File: src/rtl/mod3_serial_tx.sv
// Serial MSB-first transmitter that appends a 2-bit check field so every
// (WIDTH+2)-bit frame value is a multiple of 3.
module mod3_serial_tx #(
  parameter int WIDTH = 8
) (
  input  logic             clk,
  input  logic             reset,
  input  logic [WIDTH-1:0] in_data,
  input  logic             in_valid,
  output logic             in_ready,
  input  logic             tx_en,
  output logic             tx_bit,
  output logic             tx_valid,
  output logic             tx_first,
  output logic             tx_last,
  output logic [1:0]       residue
);

  localparam int CW = $clog2(WIDTH + 2);

  typedef enum logic [1:0] {IDLE, DATA, CHECK} state_e;

  state_e           state_q, state_d;
  logic [WIDTH-1:0] shreg_q, shreg_d;
  logic [CW-1:0]    cnt_q, cnt_d;
  logic [1:0]       residue_q, residue_d;
  logic             tx_valid_q, tx_valid_d;
  logic             tx_first_q, tx_first_d;
  logic             tx_last_q, tx_last_d;
  logic             in_ready_q, in_ready_d;

  logic       adv;
  logic [2:0] res_sum;
  logic [1:0] res_nxt;
  logic [1:0] chk;

  // The presented bit always sits in the shift register MSB, so tx_bit is a flop.
  assign tx_bit   = shreg_q[WIDTH-1];
  assign tx_valid = tx_valid_q;
  assign tx_first = tx_first_q;
  assign tx_last  = tx_last_q;
  assign in_ready = in_ready_q;
  assign residue  = residue_q;

  always_comb begin
    adv     = tx_valid_q & tx_en;
    res_sum = {residue_q, 1'b0} + {2'b00, shreg_q[WIDTH-1]};
    res_nxt = (res_sum >= 3'd3) ? 2'(res_sum - 3'd3) : res_sum[1:0];
    case (res_nxt)
      2'd1:    chk = 2'b10;
      2'd2:    chk = 2'b01;
      default: chk = 2'b00;
    endcase
  end

  always_comb begin
    state_d    = state_q;
    shreg_d    = shreg_q;
    cnt_d      = cnt_q;
    residue_d  = residue_q;
    tx_valid_d = tx_valid_q;
    tx_first_d = tx_first_q;
    tx_last_d  = tx_last_q;
    in_ready_d = in_ready_q;
    case (state_q)
      IDLE: begin
        if (in_valid) begin
          state_d    = DATA;
          shreg_d    = in_data;
          cnt_d      = '0;
          residue_d  = 2'd0;
          tx_valid_d = 1'b1;
          tx_first_d = 1'b1;
          tx_last_d  = 1'b0;
          in_ready_d = 1'b0;
        end
      end
      DATA: begin
        if (adv) begin
          residue_d  = res_nxt;
          tx_first_d = 1'b0;
          cnt_d      = cnt_q + 1'b1;
          if (cnt_q == CW'(WIDTH - 1)) begin
            state_d                = CHECK;
            shreg_d                = '0;
            shreg_d[WIDTH-1 -: 2]  = chk;
          end else begin
            shreg_d = shreg_q << 1;
          end
        end
      end
      CHECK: begin
        if (adv) begin
          residue_d = res_nxt;
          shreg_d   = shreg_q << 1;
          cnt_d     = cnt_q + 1'b1;
          if (cnt_q == CW'(WIDTH)) begin
            tx_last_d = 1'b1;
          end else begin
            state_d    = IDLE;
            tx_valid_d = 1'b0;
            tx_last_d  = 1'b0;
            in_ready_d = 1'b1;
            residue_d  = 2'd0;
          end
        end
      end
      default: begin
        state_d    = IDLE;
        tx_valid_d = 1'b0;
        in_ready_d = 1'b1;
      end
    endcase
  end

  always_ff @(posedge clk) begin
    if (reset) begin
      state_q    <= IDLE;
      shreg_q    <= '0;
      cnt_q      <= '0;
      residue_q  <= 2'd0;
      tx_valid_q <= 1'b0;
      tx_first_q <= 1'b0;
      tx_last_q  <= 1'b0;
      in_ready_q <= 1'b1;
    end else begin
      state_q    <= state_d;
      shreg_q    <= shreg_d;
      cnt_q      <= cnt_d;
      residue_q  <= residue_d;
      tx_valid_q <= tx_valid_d;
      tx_first_q <= tx_first_d;
      tx_last_q  <= tx_last_d;
      in_ready_q <= in_ready_d;
    end
  end

endmodule

File: config.mk
export PLATFORM = sky130hd
export DESIGN_NAME = mod3_serial_tx
export DESIGN_NICKNAME = d
export VERILOG_FILES = /design/src/rtl/mod3_serial_tx.sv
export SDC_FILE = /design/constraint.sdc
export NUM_CORES = 1
export LEC_CHECK = 0
export CORE_UTILIZATION = 28
export DETAILED_ROUTE_END_ITERATION = 10
export SYNTH_ARGS = -nofsm -noshare
export SYNTH_HDL_FRONTEND = slang
export SYNTH_SLANG_ARGS = --single-unit
File: constraint.sdc
create_clock -name clk -period 1.8 [get_ports clk]
set_input_delay 0.27 -clock clk [delete_from_list [all_inputs] [get_ports clk]]
set_output_delay 0.27 -clock clk [all_outputs]
set_load 0.01 [all_outputs]
==> metrics.md <==
| Metric | Value |
|---|---|
| Post-cts repair resize count | `2` |
| Top cell type by total area after synthesis | `dfxtp_1` |
| Yosys top cell area share | `34.3%` |
| I/O pin cnt | `19` |
| Pin count of the biggest net entering global routing | `15` |
| Setup CP Type | `flop to flop` |
| Clock power frac | `a little under an eighth` |
| Worst Skew | `4.12 ps` |
| Via count | `1103` |
| Worst Path Buf+Inv | `1` |
| DIE HEIGHT | `66.6 um` |
| Bufs on Longest Clock Path | `2` |
| Syn nets | `149` |
| Syn Area/Cell | `8.98 um2` |
| Worst Setup SP | `state_q[0]` |
| RSZ-0062 raised after global routing | `true` |
| Async S/R FF share, synth | `0%` |
| Routed Wire Length | `2880 um` |
| Die X | `66.6 um` |
| Largest stage delay, worst path | `360 ps` |
| Worst path slowest cell | `ha_2` |
| HP Start | `shreg_q[0]` |
| Detailed Routing Iterations Pass 1 | `4` |
| Slew headroom | `roughly three quarters` |
| Sw frac | `43.0%` |
| Most used DFF post-synth | `dfxtp_1` |
| Max IR drop VDD | `between 700 and 800 uV` |
| Global-route wire length before repair | `4380 um` |
| Initial DRC Count | `26` |
| Post-Syn Area | `1170 um2` |
| Overall die area | `about 4400 um2` |
| Most frequent cell after synthesis | `dfxtp_1` |
| Post-Layout Cell Count | `slightly above 200` |
| CTS root buf | `clkbuf_8` |
| CTS buffer count | `3` |
| Largest family of logic cells by synthesized area | `compound AO/OA/AOI/OAI gates` |
| Slew @ Worst Pin | `roughly 400 ps` |
| Syn Inst Count | `130` |
| Worst-path clk slew | `~70 ps` |
| Number of max-cap violations | `0` |
| GRT Overall Usage | `between 10% and 20%` |
| Crit-path leading delay family | `adder cells` |
| DR DRC count | `0` |
| Post-synth cell types | `46` |
| Setup Buffers After CTS | `0` |
| Detailed placer's ending HPWL | `a little over 2000 um` |
| CTS tree | `built` |
| CP cell instances | `inv_1, ha_2, nand2b_1, a21oi_2, mux2_2, nor2_1` |
| Most frequent cells after synthesis | `20 x dfxtp_1, 13 x nor2_1, 8 x a21oi_1` |
| P_leak | `0.553 nW` |
| Simple-gate share of the synthesized area | `about a quarter` |
| Adder-Cell Fraction of Synth Area | `7.50%` |
| Initial antenna violation count | `0` |
| Number of buffer cells added on primary ports | `18` |
| Hold-fix buffers, CTS | `0` |
| Crit end category | `flop` |
| Worst EP arrival | `1950 ps` |
| Synth Area in Compound Gates | `25.1%` |
| Synth top area cells | `dfxtp_1 34%, ha_1 7.5%, a221oi_1 4.5%, nor2_1 4.2%, a21oi_1 3.4%` |
| P&R area growth vs syn | `35.3%` |
| Clock latency on the worst-skew pair | `260 ps` |
| DRT antenna net count | `0` |
| Synth warn | `0` |
| Status | `finished, final reports clean` |
| CTS Sinks | `20` |
| Seq cells post-synth | `20` |
| Number of enable flip-flop cells after synthesis | `0` |
| Final Max Slew Viols | `0` |
| Count of final hold-check violations | `0` |
| Internal power | `1.47 mW` |
| Period utilization | `97.0%` |
| Rows | `23` |
| Final setup vio count | `0` |
| Avg WL per Cell | `13.9 um` |
| Layout cells sized above 1 | `24.2%` |
| H-tree Lvls | `1` |
| Layout Nets | `~180` |
| Pwr Density | `1630 nW/um2` |
| Nature of the critical path startpoint | `flop` |
| Final Power | `2.58 mW` |
| Inst Count DP | `204` |
| Reg power frac | `about 27%` |
| Sw Pwr | `1.11 mW` |
| Worst Path Max Fanout | `7` |
| Comb pwr share | `61.8%` |
| Min-Delay Path Class | `flop to flop` |
| Core area | `between 4000 and 5000 um2` |
| Worst Path Required | `2000 ps` |
| Total congestion overflow | `0` |
| GPL Wtd Cong | `slightly below 0.9` |
| Avg Vias per Cell | `5.33` |
| Seq/Total Area, Yosys | `34.3%` |
| Crit Reg-Reg Startpoint | `state_q[0]` |
| Multiplexer area fraction after synthesis | `1.82%` |
| Vias in the first global route | `between 900 and 1000` |
| Initial core utilization | `approximately 29%` |
| Tmin final | `1750 ps` |
| Post-Synth XOR/XNOR Area | `1.50%` |
| Antenna cells | `0` |
| Fmax | `573 MHz` |
-- sequential cells by signal, summed over array words and instances, names as in the netlist --
name,count
cnt_q,4
state_q,2
tx_last,1
tx_valid,1
tx_first,1
shreg_q,8
residue,2
in_ready,1
-- per-stage QoR --
| stage | util, % | setup WS, ps | hold WS [ps] | TNS, ps | cell area [um2] |
|---|---|---|---|---|---|
| global route | 39.5 | -68.2 | 504 | -161 | 1580 |
| global placement | 36.1 | -7.80 | 444 | -33.1 | 1440 |
| CTS | 37.4 | 16.0 | 469 | 0 | 1500 |
| finish | 39.5 | 53.6 | 482 | 0 | 1580 |
| floorplan | - | 95.9 | 349 | 0 | 1170 |
| detailed placement | 36.1 | -67.3 | 459 | -228 | 1440 |
-- per-layer routing --
metal,global-route usage (%),vias up,share of wire (%)
li1,-,541,-
met3,2.74,5,4.7
met4,6.65,0,1.5
met2,20.6,28,47
met5,0,-,0
met1,17.1,529,47
-- power by group through the flow --
| stage | clock network (mW) | logic (mW) | registers, mW |
|---|---|---|---|
| finish | 0.292 | 1.59 | 0.693 |
| CTS | 0.306 | 1.40 | 0.676 |
| detailed placement | 0 | 1.38 | 0.686 |
| floorplan | 0 | 0.990 | 0.687 |
| global placement | 0 | 1.37 | 0.677 |
| global route | 0.322 | 1.74 | 0.711 |
-- logic make-up after synthesis --
group	count (synthesis)
fa+ha+maj	7
xor+xnor	2
mux	2
compound gates	41
flops	20
buf+inv	12
simple gates	46
-- cell type report --
| class | count | area, um2 |
|---|---|---|
| repair buffers | 28 | 255 |
| fillers | 392 | 2420 |
| inverters | 8 | 30.0 |
| flip-flops and latches | 20 | 402 |
| clock buffers | 3 | 41.3 |
| well taps | 50 | 62.6 |
| multi-input cells | 98 | 788 |
-- layout by cell type (no fill, tap or decap), types with 4 or more instances in the layout --
cell type        instances
o21ai_0                  7
inv_1                    7
ha_1                     4
nand2_1                  6
nand3_1                  5
a21oi_1                  6
clkdlybuf4s50_1         18
nor2_1                  13
buf_4                   10
dfxtp_1                 19
-- final timing paths --
check	end	slack, ps	cells after the start
hold reg to reg	shreg_q[0]	480	2
setup / recovery	cnt_q[1]	50	6
hold / removal	shreg_q[0]	480	2
setup reg to reg	cnt_q[1]	50	6
-- worst min-delay path, delay by kind of cell, from the launching register on --
family	cells	cell delay, ps
flops	1	330
simple gates	1	60
compound gates	1	50
No activity file was read; power rests on OpenSTA's default activity.
==> variant 1, RTL diff (config.mk and constraints unchanged) <==
`shreg_q` no longer has a reset.
--- a/src/rtl/mod3_serial_tx.sv
+++ b/src/rtl/mod3_serial_tx.sv
@@ -116,7 +116,6 @@
   always_ff @(posedge clk) begin
     if (reset) begin
       state_q    <= IDLE;
-      shreg_q    <= '0;
       cnt_q      <= '0;
       residue_q  <= 2'd0;
       tx_valid_q <= 1'b0;
@@ -125,7 +124,6 @@
       in_ready_q <= 1'b1;
     end else begin
       state_q    <= state_d;
-      shreg_q    <= shreg_d;
       cnt_q      <= cnt_d;
       residue_q  <= residue_d;
       tx_valid_q <= tx_valid_d;
@@ -135,5 +133,9 @@
     end
   end
 
+  always_ff @(posedge clk) begin
+    shreg_q <= shreg_d;
+  end
+
 endmodule
 
Formal check against the unedited RTL: not equivalent (a bounded check fails within 4 cycles, from zero or initial values and one cycle with reset high).
==> variant 1 against the original RTL <==
Power down 3.3%. Worst setup slack improved by 0.025 ns. Wire length down 23%. Count of clock-buffer cells in the layout unchanged. Global-route usage is 1.7 points lower. Maximum frequency up 1.4%. Final area decreased by 5.1%. Clock skew decreased by 0.0012 ns. Sequential cell count unchanged. Synthesized area fell by 3.6%. Critical endpoint is now shreg_q[7]. Highest routed layer unchanged.
==> variant 1: results (changes against the original RTL) <==
Run status:
- The run finished with clean final reports.

Cells and area:
- The fill cell instance count of the final layout is 391 (-0.26%).
- The largest registers in the layout are shreg_q (8), cnt_q (4).
- The share of cells above drive strength 1 is 0.144 (-0.0982).
- The number of nets in the layout is 166 (-6.7%).

Routing:
- The wire length per cell after detailed routing is 11.5 um (-18%).
- The mean number of vias per cell was 4.81 (-9.7%).
- The number of detailed-routing iterations run before antenna repair was 4 (unchanged).
- The DRC marker count from the first detailed-route iteration is 29 (+12%).

Yosys:
- The multiplexer share of the synthesized area is 0.0456 (+0.0274).
- The XOR/XNOR share of the synthesized area is 0.0234 (+0.00835).
- The sequential-to-total area share from yosys stat was 0.427 (+0.0842).
- The number of distinct library cells after synthesis is 32 (-30%).
- In the synthesized netlist, the cells that appear most often are 13 x nor2_1, 12 x dfxtp_1, 11 x inv_1, 11 x nand2_1, 8 x edfxtp_1.
- The synthesized-area fraction occupied by adder cells is 0.0779 (+0.00284).
- The count of flip-flops with a built-in enable after synthesis is 8 (+8).
- The post-synthesis compound-gate area fraction is 0.192 (-0.0584).
- The share of synthesized registers carrying an async set or reset is 0 (unchanged).
- The most common flop cell mapped by yosys is dfxtp_1.
- In the post-synthesis netlist, the biggest area contributors are dfxtp_1 21%, edfxtp_1 21%, ha_1 7.8%, nor2_1 4.3%, nand2b_1 3.9%.
- The synthesized net count is 138 (-7.4%).

CTS:
- The clock network latency to the later pin of the worst-skew pair is 0.27 ns.
- The clock buffer count from CTS is 3 (unchanged).
- The clock root buffer is clkbuf_8.
- The deepest clock path buffer count is 2 (unchanged).
- The clock transition at the register clock pins on the worst setup and hold paths after CTS is 0.08 ns.
- The H-tree depth came to 1 (unchanged).

Worst setup path:
- The delay of the slowest cell on the worst path is 0.49 ns (+0.13 ns).
- The kind of cell with the highest combined delay along the critical path is simple AND/OR/NAND/NOR gates.
- The maximum fanout along the worst path is 4 (-3).
- The cell with the largest stage delay on the worst path is or4b_1.
- The arrival time reported for the critical path endpoint is 1.84 ns (-0.11 ns).

STA:
- The worst relative slew slack is 0.713 (-0.0174).
- The clock tree skew after final layout was 0.00296 ns (-0.00117 ns).

Min path:
- The type of the most critical hold path is register to register.

GRT:
- The via count of the first global-routing pass was 877 (-11%).
- The wire length of the first global-routing pass came to 3820 um (-13%).
- The maximum number of pins on one net before global-route repair was 22 (+7).
- The met1 track demand over resource in global routing is 0.149 (-0.0220).
- The combined global-route utilization of all metal layers is 0.116 (-0.0167).
- The met2 routing resource usage after global routing is 0.183 (-0.0228).
- The met3 layer usage reported by global route is 0.0208 (-0.00656).

Pwr:
- The leakage dissipation was 0.000570 uW (+3.0%).
- The worst vdd rail ir drop came to 0.524 mV (-28%).

Placed design:
- The weighted congestion at the end of routability-driven global placement is 0.861 (-0.61%).
- The placed instance area is 1420 sq um (-1.7%).
- The port buffer count is 18 (unchanged).
- The total half-perimeter wirelength after legalization and detailed placement was 1680 um (-18%).
variant 1: final cells by class:
cell class              count  area, sq um  area share
clock buffers               3         41.3      0.0275
clock inverters             1         30.0      0.0200
inverters                  11         41.3      0.0275
multi-input cells          85          599       0.400
flip-flops and latches     20          483       0.322
well taps                  48         60.1      0.0401
repair buffers             26          244       0.163
variant 1: through the flow:
stage	std cells	setup WS (ns)	hold slack, ns
finish	194	0.0784	0.512
detailed placement	190	0.00196	0.497
CTS	194	0.0504	0.522
global placement	190	0.0864	0.481
floorplan	119	0.0266	0.454
global route	194	-0.00952	0.531
variant 1: cells by family after synthesis:
group / count (synthesis)
DFF: 20
and+or+nand+nor: 41
xor gates and xnor gates: 3
buffers and inverters: 14
muxes: 5
AOI/OAI and AO/OA: 29
adders and majority gates: 7
variant 1: final timing paths:
path	cells after the start	slack, ns	endpoint	from
max reg2reg	5	0.08	shreg_q[7]	shreg_q[7]
min reg2reg	1	0.51	state_q[1]	state_q[1]
max	5	0.08	shreg_q[7]	shreg_q[7]
min	1	0.51	state_q[1]	state_q[1]
variant 1: what timing repair did:
item | 4_1_cts | 5_1_grt
hold buffers | 0 | 0
resized for setup | 0 | 4
endpoints found under the setup margin | 0 | 6
variant 1: layer usage:
metal  share of wire  up-vias
met5               0        -
met2            0.45       22
met4           0.027        0
met3           0.039        5
met1            0.48      429
li1                -      477
variant 1: where the power goes:
group          internal [uW]  switching, uW
combinational            599            653
clock                    297            161
sequential               698           83.4
variant 1: worst reg2reg max path: stages (launching register included):
cell      delay (ns)
edfxtp_1        0.40
ha_1            0.25
or4b_1          0.50
o21ai_0         0.14
nand3b_1        0.11
a31oi_1         0.18
==> variant 2, RTL diff (same settings) <==
Without the edit above. Set the parameter `WIDTH` to 32 (it was 8).
--- a/src/rtl/mod3_serial_tx.sv
+++ b/src/rtl/mod3_serial_tx.sv
@@ -1,7 +1,7 @@
 // Serial MSB-first transmitter that appends a 2-bit check field so every
 // (WIDTH+2)-bit frame value is a multiple of 3.
 module mod3_serial_tx #(
-  parameter int WIDTH = 8
+  parameter int WIDTH = 32
 ) (
   input  logic             clk,
   input  logic             reset,
Interface: changed (resized in_data); port bits go from 19 to 43. The function was not compared with the original's and may differ.
==> variant 2 against the original RTL <==
The flow now finishes with violations (setup timing). Critical path depth grew 3. Critical path type unchanged. Wire length grew 140%. Sequential cell count grew 26. Power grew to 2.7 times the old value. Synthesized area grew 93%. Worst setup slack lost 0.098 ns. Largest power group unchanged. Via count grew 100%. Final area grew 140%.
==> variant 2: results (changes against the original RTL) <==
Yosys:
- Counting instances in the post-synthesis netlist gives the leading cell types as 46 x dfxtp_1, 41 x nor2_1, 31 x a221oi_1, 31 x nor3_1, 12 x a21oi_1.
- The synthesized-area fraction occupied by adder cells was 0.0389 (-0.0361).
- The number of distinct library cells after synthesis is 47 (+2.2%).
- The multiplexer share of the synthesized area is 0 (-0.0182).
- The post-synthesis compound-gate area fraction is 0.233 (-0.0173).
- The synthesized net count was 302 (+100%).

Worst setup path:
- The arrival time reported for the critical path endpoint is 2.07 ns (+0.12 ns).
- The maximum fanout along the worst path is 8 (+1).

Placed design:
- The weighted congestion at the end of routability-driven global placement is 0.829 (-4.3%).
- The total half-perimeter wirelength after legalization and detailed placement is 4060 um (+98%).
- The port buffer count was 42 (+24).
- The placed instance area is 3160 sq um (+120%).
- The setup slack after placement is -0.244 ns (-0.176 ns).

CTS:
- The clock transition at the register clock pins on the worst setup and hold paths after CTS is 0.09 ns (+0.02 ns).
- The H-tree depth was 2 (+1).
- The clock network latency to the later pin of the worst-skew pair is 0.30 ns (+0.04 ns).
- The total setup buffers inserted after CTS is 4 (+4).

GRT:
- The met1 track demand over resource in global routing is 0.215 (+0.0441).
- The met2 routing resource usage after global routing is 0.220 (+0.0141).
- The wire length of the first global-routing pass is 10200 um (+130%).
- The combined global-route utilization of all metal layers is 0.151 (+0.0189).
- The maximum number of pins on one net before global-route repair is 46 (+31).
- The met3 layer usage reported by global route is 0.0381 (+0.0107).
- The via count of the first global-routing pass was 2060 (+110%).

Pwr:
- The power per standard cell area is 1850 nW/um^2 (+13%).
- The internal power contribution was 4040 uW (+180%).
- The worst vdd rail ir drop is 0.637 mV (-13%).
- The leakage dissipation is 0.00139 uW (+150%).

STA:
- The total of endpoints with negative setup slack in the final report is 7 (+7).
- The clock tree skew after final layout is 0.00621 ns (+0.00209 ns).
- The worst relative slew slack is 0.737 (+0.00725).
- The worst path setup slack after routing is -0.0445 ns (-0.0981 ns).

Run status:
- The final reports fail on setup timing.
- The run finished, with violations left.

Routing:
- The DRC marker count from the first detailed-route iteration is 126 (+380%).
- The total wirelength of the detailed-routed design is 6780 um (+140%).

Cells and area:
- The number of nets in the layout is 379 (+110%).
- The number of flip-flops in the largest register is 32 (+24).
-- variant 2: cell count changes after synthesis, sizes merged, moves of 4 or more --
cell / unedited run / this run
buf: 2 / 10
o21ai: 9 / 2
nor3: 3 / 32
nand2: 6 / 10
nor2: 13 / 41
a221oi: 6 / 31
a21oi: 8 / 12
clkbuf: 2 / 11
dfxtp: 20 / 46
-- variant 2: stage by stage --
step	TNS (ns)	util	cells	total power [uW]
after floorplan	-0.949	-	259	3910
after CTS	-0.0134	0.438	428	5960
final	-0.108	0.480	439	6890
after detailed placement	-6.12	0.407	415	4950
after global placement	-5.68	0.407	415	4910
after global routing	-2.62	0.480	439	7350
-- variant 2: per-layer routing --
metal  up-vias  share of wire
met5         -              0
met4         0          0.013
met3         8          0.049
met2        48           0.46
met1      1068           0.48
li1       1128              -
-- variant 2: power by group through the flow --
stage	clock (uW)	combinational (uW)	sequential, uW
after floorplan	0	2360	1550
after global placement	0	3350	1560
after detailed placement	0	3390	1560
after CTS	677	3730	1550
after global routing	712	5020	1620
final	650	4660	1580
-- variant 2: layout make-up --
type                    instances  area [sq um]
clock buffers                   5          68.8
clock inverters                 3          21.3
fillers                       721          4040
inverters                       6          27.5
multi-input cells             186          1550
flip-flops and latches         46           923
well taps                     102           128
repair buffers                 91          1010
-- variant 2: worst max-delay path: stages (launching register included) --
cell and delay, ns:
dfxtp_2 0.37, inv_2 0.06, buf_6 0.12, ha_4 0.32, clkinv_4 0.07, a211oi_4 0.29
buf_4 0.19, buf_8 0.13, a221oi_2 0.06, nor3_1 0.16
-- variant 2: path summary, 6_finish.rpt --
kind         slack [ns]  startpoint          to
max               -0.04  state_q[0]  shreg_q[8]
max reg2reg       -0.04  state_q[0]  shreg_q[8]
min                0.49    tx_first    tx_first
min reg2reg        0.49    tx_first    tx_first
